===== src/rtl/cronometro_pkg.sv =====
// Shared encodings for the stopwatch: button commands, FSM states and BCD types.
package cronometro_pkg;

  // Command levels, shared with the push-button command decoder.
  typedef enum logic [1:0] {
    CMD_PARA  = 2'd0,
    CMD_PAUSE = 2'd1,
    CMD_RESET = 2'd2,
    CMD_CONTA = 2'd3
  } cmd_e;

  typedef enum logic [1:0] {
    PARADO    = 2'd0,
    CONTANDO  = 2'd1,
    CONGELADO = 2'd2
  } estado_e;

  typedef logic [3:0] bcd_t;

  typedef struct packed {
    bcd_t dez;
    bcd_t uni;
  } bcd2_t;

  typedef struct packed {
    bcd2_t mm;
    bcd2_t ss;
    bcd2_t cc;
  } tempo_t;

  // Next value of a two-digit BCD counter that wraps to 00 after max.
  function automatic bcd2_t bcd2_inc(input bcd2_t v, input bcd2_t max);
    bcd2_t r;
    r = v;
    if (v == max) begin
      r = '0;
    end else if (v.uni == 4'd9) begin
      r.dez = v.dez + 4'd1;
      r.uni = 4'd0;
    end else begin
      r.uni = v.uni + 4'd1;
    end
    return r;
  endfunction

endpackage


===== src/rtl/cronometro_bcd.sv =====
// Two-digit BCD modulo counter (00..MAX); carry is combinational so stages chain.
module bcd_mod_contador
  import cronometro_pkg::*;
#(
  parameter int MAX = 99
) (
  input  logic  clk,
  input  logic  rst_n,
  input  logic  clr,
  input  logic  en,
  output bcd2_t val,
  output logic  carry
);

  localparam bcd2_t MAX_BCD = bcd2_t'({4'(MAX / 10), 4'(MAX % 10)});

  bcd2_t r_val;

  assign val   = r_val;
  assign carry = en && (r_val == MAX_BCD);

  // Count register: clear has priority over the increment.
  always_ff @(posedge clk or negedge rst_n) begin
    if (!rst_n)   r_val <= '0;
    else if (clr) r_val <= '0;
    else if (en)  r_val <= bcd2_inc(r_val, MAX_BCD);
  end

endmodule


===== src/rtl/cronometro_nucleo.sv =====
// Stopwatch core: command FSM, centisecond prescaler, MM:SS.CC count and lap display.
module cronometro_nucleo
  import cronometro_pkg::*;
#(
  parameter int CLK_HZ  = 50_000_000,
  parameter int TICK_HZ = 100
) (
  input  logic       clk,
  input  logic       rst_n,
  input  logic [1:0] estado,
  output logic [7:0] cc,
  output logic [7:0] ss,
  output logic [7:0] mm,
  output logic       rodando,
  output logic       congelado,
  output logic       estouro
);

  localparam int DIV = CLK_HZ / TICK_HZ;
  localparam int PW  = $clog2(DIV);
  localparam logic [PW-1:0] PRESC_MAX = PW'(DIV - 1);

  estado_e       r_state;
  estado_e       w_state_nxt;
  logic          r_run_keep;
  logic          w_keep_nxt;
  logic          w_clr;
  logic          w_freeze_entry;
  logic          w_run;
  logic          w_tick;
  logic [PW-1:0] r_presc;
  logic          r_estouro;
  tempo_t        r_disp;
  tempo_t        w_live;
  tempo_t        w_show;
  logic          w_carry_cc;
  logic          w_carry_ss;
  logic          w_carry_mm;
  cmd_e          w_cmd;

  assign w_cmd = cmd_e'(estado);

  // State register; run_keep remembers whether a freeze was entered while running.
  always_ff @(posedge clk or negedge rst_n) begin
    if (!rst_n) begin
      r_state    <= PARADO;
      r_run_keep <= 1'b0;
    end else begin
      r_state    <= w_state_nxt;
      r_run_keep <= w_keep_nxt;
    end
  end

  // Next-state decode of the command level; pause is ignored while already frozen.
  always_comb begin
    w_state_nxt    = r_state;
    w_keep_nxt     = r_run_keep;
    w_clr          = 1'b0;
    w_freeze_entry = 1'b0;
    unique case (w_cmd)
      CMD_CONTA: w_state_nxt = CONTANDO;
      CMD_PARA:  w_state_nxt = PARADO;
      CMD_PAUSE: begin
        if (r_state != CONGELADO) begin
          w_state_nxt    = CONGELADO;
          w_keep_nxt     = (r_state == CONTANDO);
          w_freeze_entry = 1'b1;
        end
      end
      CMD_RESET: begin
        w_state_nxt = PARADO;
        w_keep_nxt  = 1'b0;
        w_clr       = 1'b1;
      end
      default: ;
    endcase
  end

  assign w_run  = (r_state == CONTANDO) || ((r_state == CONGELADO) && r_run_keep);
  assign w_tick = w_run && (r_presc == PRESC_MAX);

  // Prescaler holds while stopped so a stop/start keeps the partial tick.
  always_ff @(posedge clk or negedge rst_n) begin
    if (!rst_n)      r_presc <= '0;
    else if (w_clr)  r_presc <= '0;
    else if (w_tick) r_presc <= '0;
    else if (w_run)  r_presc <= r_presc + 1'b1;
  end

  bcd_mod_contador #(.MAX(99)) u_cc (
    .clk(clk), .rst_n(rst_n), .clr(w_clr), .en(w_tick),
    .val(w_live.cc), .carry(w_carry_cc)
  );

  bcd_mod_contador #(.MAX(59)) u_ss (
    .clk(clk), .rst_n(rst_n), .clr(w_clr), .en(w_carry_cc),
    .val(w_live.ss), .carry(w_carry_ss)
  );

  bcd_mod_contador #(.MAX(59)) u_mm (
    .clk(clk), .rst_n(rst_n), .clr(w_clr), .en(w_carry_ss),
    .val(w_live.mm), .carry(w_carry_mm)
  );

  // Overflow pulse for the cycle after the 59:59.99 wrap; a reset command suppresses it.
  always_ff @(posedge clk or negedge rst_n) begin
    if (!rst_n) r_estouro <= 1'b0;
    else        r_estouro <= w_carry_mm && !w_clr;
  end

  // Lap register captures the pre-increment count on freeze entry.
  always_ff @(posedge clk or negedge rst_n) begin
    if (!rst_n)              r_disp <= '0;
    else if (w_clr)          r_disp <= '0;
    else if (w_freeze_entry) r_disp <= w_live;
  end

  assign w_show    = (r_state == CONGELADO) ? r_disp : w_live;
  assign cc        = w_show.cc;
  assign ss        = w_show.ss;
  assign mm        = w_show.mm;
  assign rodando   = w_run;
  assign congelado = (r_state == CONGELADO);
  assign estouro   = r_estouro;

endmodule


===== config.mk =====
export PLATFORM = sky130hd
export DESIGN_NAME = cronometro_nucleo
export DESIGN_NICKNAME = d
export VERILOG_FILES = /design/src/rtl/cronometro_pkg.sv /design/src/rtl/cronometro_bcd.sv /design/src/rtl/cronometro_nucleo.sv
export SDC_FILE = /design/constraint.sdc
export NUM_CORES = 1
export LEC_CHECK = 0
export ABC_CLOCK_PERIOD_IN_PS = 5600
export CAP_MARGIN = 20
export CORE_UTILIZATION = 30
export CTS_CLUSTER_DIAMETER = 150
export DETAILED_ROUTE_END_ITERATION = 8
export PLACE_DENSITY = 0.51
export RECOVER_POWER = 25
export SYNTH_ARGS = -nofsm -noshare
export SYNTH_HDL_FRONTEND = slang
export SYNTH_HIERARCHICAL = 1
export SYNTH_SLANG_ARGS = --single-unit

===== constraint.sdc =====
create_clock -name clk -period 5.6 [get_ports clk]
set_clock_uncertainty 0.05 [all_clocks]
set_input_delay 0.56 -clock clk [delete_from_list [all_inputs] [get_ports clk]]
set_output_delay 0.56 -clock clk [all_outputs]
set_load 0.01 [all_outputs]

# Word-level counts from Yosys, hierarchy flattened
# Index checks and enable logic that the tools add are counted.
# totals
regBits	71
word_cells	88
output_inout_bits	27
inputBits	4
# classes
n_mux	28
reduce_logical	23
add_sub_neg	7
eq_ne	14
# ops
operator	n
24-bit two-way mux	3
8-bit two-way mux	9
19-bit two-way mux	3
4-bit by 1-bit adder with 4-bit output (second input constant)	6
4-bit two-way mux	6
19-bit by 1-bit adder with 19-bit output (second input constant)	1
19-bit equality test (second input constant)	1
8-bit by 7-bit equality test with 1-bit output (second input constant)	2
4-bit equality test (second input constant)	3
3-bit nonzero test	4
2-bit nonzero test	5
8-bit equality test (second input constant)	1
2-bit AND reduction	4
2-bit equality test (second input constant)	3
1-bit logical AND	6
2-bit one-hot mux with 3 select lines	1
2-bit by 1-bit equality test with 1-bit output (second input constant)	2
1-bit two-way mux	4
2-bit inequality test (second input constant)	2
2-bit logical NOT	1
2-bit two-way mux	1
1-bit one-hot mux with 2 select lines	1
2-bit OR reduction	1
1-bit logical NOT	1
1-bit logical OR	1

# Logic depth before layout (Yosys ltp)
# depth
ltp_word	8
mapped_depth	13
ltp_nobuf	11

# Hierarchy
# Netlist, hierarchy kept.
# by_module_without_submodules
mod	seq_area_each_um2	area_each_um2	instances	cells_each
cronometro_nucleo	1176.1	2476.1	1	315
bcd_mod_contador (u_mm ...)	200.2	490.5	2	51
bcd_mod_contador (u_cc)	200.2	474.2	1	49

# Worst setup path before layout
# Ideal clock, no wire load.
# synth_timing
kind	register to register
from	register r_presc[11]
to	register u_mm.r_val (netlist bit u_mm/val[7])
required_time_ns	5.472
setup_time_ns	0.078
synth_period_minus_slack_ns	3.048
t_arrival_ns	2.921
n_path_buf	2
path_slack_ns	2.552
path_stages_with_launch	13
cell_sequence	dfrtp_1 > or4_4 > nor4_4 > nand2_1 > nor2_1 > nand4b_4 > nor3_1 > buf_2 > and2_1 > buf_2 > nand4_1 > or4_1 > a21oi_1
# synth_via
elab_chain_len	6
# synth_lines
element	line_no	source
start: declaration	cronometro_nucleo.sv:31	logic [PW-1:0] r_presc;
start signal: assignment	cronometro_nucleo.sv:87	else if (w_run) r_presc <= r_presc + 1'b1;
19-bit equality test	cronometro_nucleo.sv:80	assign w_tick = w_run && (r_presc == PRESC_MAX);
1-bit logical AND	cronometro_nucleo.sv:80	
net w_tick	cronometro_nucleo.sv:30	logic w_tick;
1-bit logical AND	cronometro_bcd.sv:20	assign carry = en && (r_val == MAX_BCD);
net w_carry_cc	cronometro_nucleo.sv:36	logic w_carry_cc;
1-bit logical AND	cronometro_bcd.sv:20	
net w_carry_ss	cronometro_nucleo.sv:37	logic w_carry_ss;
2-bit nonzero test (no source line)	--	
2-bit AND reduction (no source line)	--	
end signal: assignment	cronometro_bcd.sv:26	else if (en) r_val <= bcd2_inc(r_val, MAX_BCD);
end: declaration	cronometro_bcd.sv:17	bcd2_t r_val;
# The timed path passes the listed nets, and every way through them passes these cells.
# A chain may end at the register's enable or synchronous reset.

# Final worst setup path
# layout_timing
from	register r_state[0]
to	register u_mm.r_val (netlist bit u_mm/val[7])
# layout_via
elab_chain_len	8
word_cells_on_any_way	9
cone_classes	eq/ne (2); reduce/logical (7)
# layout_lines
element	line_no	source
start: declaration	cronometro_nucleo.sv:23	estado_e r_state;
start signal: assignment	cronometro_nucleo.sv:49	r_state <= w_state_nxt;
2-bit equality test	cronometro_nucleo.sv:79	assign w_run = (r_state == CONTANDO) || ((r_state == CONGELADO) && r_run_keep);
1-bit logical AND	cronometro_nucleo.sv:79	
1-bit logical OR (*)	cronometro_nucleo.sv:79	
1-bit logical AND (*)	cronometro_nucleo.sv:80	
net w_tick	cronometro_nucleo.sv:30	
1-bit logical AND (*)	cronometro_bcd.sv:20	
net w_carry_cc	cronometro_nucleo.sv:36	
1-bit logical AND (*)	cronometro_bcd.sv:20	
net w_carry_ss	cronometro_nucleo.sv:37	
2-bit nonzero test (no source line) (*)	--	
2-bit AND reduction (no source line) (*)	--	
# The timed path passes the listed nets; every way through them passes the cells marked *.

==> results.yml <==
worst_setup_path:
  end_kind: "flop"
  worstPathArrival_ns: 4.19
  critPathMaxFanout: 27
  crit_path_start_kind: "flop"
  critPathRequiredTime_ns: 5.79
  critPathKind: "flop to flop"
place:
  detailed_place_hpwl_mm: 5.68
  place_inst: 650
  gp_congestion: 0.820
  portBuffers: 30
  dpl_cell_area_mm2: 0.00438
synthesis:
  synth_common_cells: "nand2_1, dfrtp_1, o21ai_0"
  ys_seq_area_share_pct: 45.2
  ys_seq_elements: 71
  synth_top_flop_cell: "dfrtp_1"
  async_reset_ff_share_pct: 100
  synth-edff-count: 0
  yosys_warnings: 6
  yosysTopAreaCellShare_pct: 45.2
  synth_nets: 481
  synthCells: 466
  synth_area_per_cell_um2: 8.44
  synth_most_common_cell: "nand2_1"
  yosysUniqueCellTypes: 52
  synth_area_mm2: 0.00393
  synth_area_leaders: "dfrtp_1, nand2_1, o21ai_0"
  synth_top_area_cell: "dfrtp_1"
pwr:
  p_per_area_mw_per_mm2: 239
  p_int_w: 0.000851
  seqPwrFrac_pct: 46.9
  p_leak_nw: 2.06
  switching_share_pct: 23.4
  comb_power_share_pct: 4.7
  p_total_w: 0.00111
  p_clk_share_pct: 48.4
  ir_drop_uv: 120
  power.switching_w: 0.000260
drt:
  vias: 3225
  wl_per_cell_um: 13.3
  drc: 0
  vias_per_cell: 4.84
  drt_iter0_markers: 154
  drt-pass1-iter-count: 4
  wirelength_mm: 8.85
  drt.antenna.violating_nets: 0
grt:
  grt_first_pass_wirelength_mm: 15.5
  overflow: 0
  antenna_found_initial: 0
  grt_start_max_net_pins: 72
  grt_pass1_vias: 3167
  grt_usage_pct: 14.7
timing:
  finalCriticalPeriod_ns: 4.00
  fin_tns_setup_ns: 0
  finalSetupViolCount: 0
  rsz0062_at_grt: "false"
  slew_headroom_pct: -164
  fmax_mhz: 250
  report.final.slew_viol_count: 72
  hold_violations: 0
  min_period_over_period_pct: 71.5
  tightest_slew_ns: 3.95
die:
  initial_core_util_pct: 30.9
  pin_count: 31
  core_area_mm2: 0.0127
  die_y_um: 116
  rows: 41
  dieArea_mm2: 0.0136
  die_w_um: 116
clocking:
  clkTransAtPathRegs_ns: 0.06
  post_cts_buffers: 0
  cts_tree: "built"
  cts_buffers: 9
  htree_levels: 3
  postCtsHoldBufs: 0
  clk_latency_ns: 0.33
  postCtsResizedCells: 0
  clkSinkCount: 71
  cts_root_buffer: "clkbuf_16"
  clockBufferDepth: 2
outcome:
  status: "finished, violations left"
  violations: "max-capacitance violations, max-slew violations"
job:
  drv_cap: 1
layout:
  nets: 504
  n_antenna_cell: 0
  fin_cells: 666
  syn2layout_area_growth_pct: 18.3
  fin_area_mm2: 0.00465
  final_util_pct: 36.6
  drive_above_1_share_pct: 7.09
min_path:
  hp-class: "flop to flop"
power by group through the flow:
stage	logic [W]	registers, W	clock network (W)
2_1_floorplan	0.0000307	0.000529	0
3_3_place_gp	0.0000550	0.000530	0
3_5_place_dp	0.0000554	0.000530	0
4_1_cts	0.0000554	0.000521	0.000558
5_1_grt	0.0000604	0.000521	0.000575
6_report	0.0000525	0.000521	0.000537
path summary, 6_finish.rpt:
| path | startpoint | to | slack, ns | depth (start not counted) |
|---|---|---|---|---|
| setup reg to reg | r_state[0]$_DFFE_PN0P_ | u_mm/val[7]$_DFFE_PN0P_ | 1.60 | 11 |
| hold reg to reg | r_presc[15]$_DFFE_PN0P_ | r_presc[15]$_DFFE_PN0P_ | 0.46 | 1 |
| hold / removal | r_presc[15]$_DFFE_PN0P_ | r_presc[15]$_DFFE_PN0P_ | 0.46 | 1 |
| max in group asynchronous | rst_n | estouro$_DFF_PN0_ | 1.63 | 2 |
| setup / recovery | r_state[0]$_DFFE_PN0P_ | u_mm/val[7]$_DFFE_PN0P_ | 1.60 | 11 |
| min in group asynchronous | rst_n | r_disp[7]$_DFFE_PN0P_ | 1.66 | 2 |
cells by family after synthesis:
group,Yosys count,synth area share [%]
mux,3,0.764
fa+ha+maj,11,3.50
compound gates,78,11.8
buf+inv,38,3.85
xor+xnor,16,3.56
simple gates,249,31.3
flops,71,45.2
per-stage QoR:
step / setup WS [ns] / hold WS [ns]
after CTS: 1.56 / 0.456
final: 1.60 / 0.462
after detailed placement: 1.57 / 0.455
after global routing: 0.778 / 0.493
after floorplan: 2.55 / 0.214
after global placement: 1.68 / 0.452
layout make-up:
class                      count  area (um^2)
clock inverter                 3         17.5
clock buffer                  13          260
multi-input combinational    357         2000
tap                          172          215
timing repair buffer          33          314
fill                        1337         8070
sequential                    71         1780
inverter                      17         63.8
worst max-delay path, cell delays in order, from the launching register on:
cell	delay, ns
dfrtp_1	0.39
nand2b_1	0.15
buf_4	0.22
inv_2	0.41
a21oi_2	0.22
nor2_1	0.42
nand4b_4	0.20
nor3_1	0.70
and2_1	0.44
nand4_1	0.15
or4_1	0.41
a21oi_1	0.14
sequential cells by signal (all words and copies together) (netlist names):
name / cells
estouro: 1
r_disp: 24
r_presc: 19
r_run_keep: 1
r_state: 2
u_cc/val: 8
u_mm/val: 8
u_ss/val: 8
layout by cell type (no fill, tap or decap), types with 8 or more instances in the layout:
cell / netlist / final
nand2_1: 141 / 141
inv_1: 16 / 16
nor2_1: 26 / 26
nand4_1: 8 / 8
dfrtp_1: 71 / 71
nand3_1: 21 / 21
a21oi_1: 20 / 20
o21ai_0: 36 / 36
nand2b_1: 8 / 8
ha_1: 11 / 11
clkdlybuf4s50_1: 0 / 28
xor2_1: 10 / 10
clkbuf_16: 0 / 9
per-layer routing:
metal  share of wire, %  wire length (um)  vias to the layer above  GRT usage (%)
met3                4.0               353                        8           3.37
met2                 48              4230                       56           24.1
met5                  0                 0                        -              0
li1                   -                 -                     1621              -
met4               0.99                88                        0           5.64
met1                 47              4180                     1540           18.8
(Power assumes the default switching activity.)
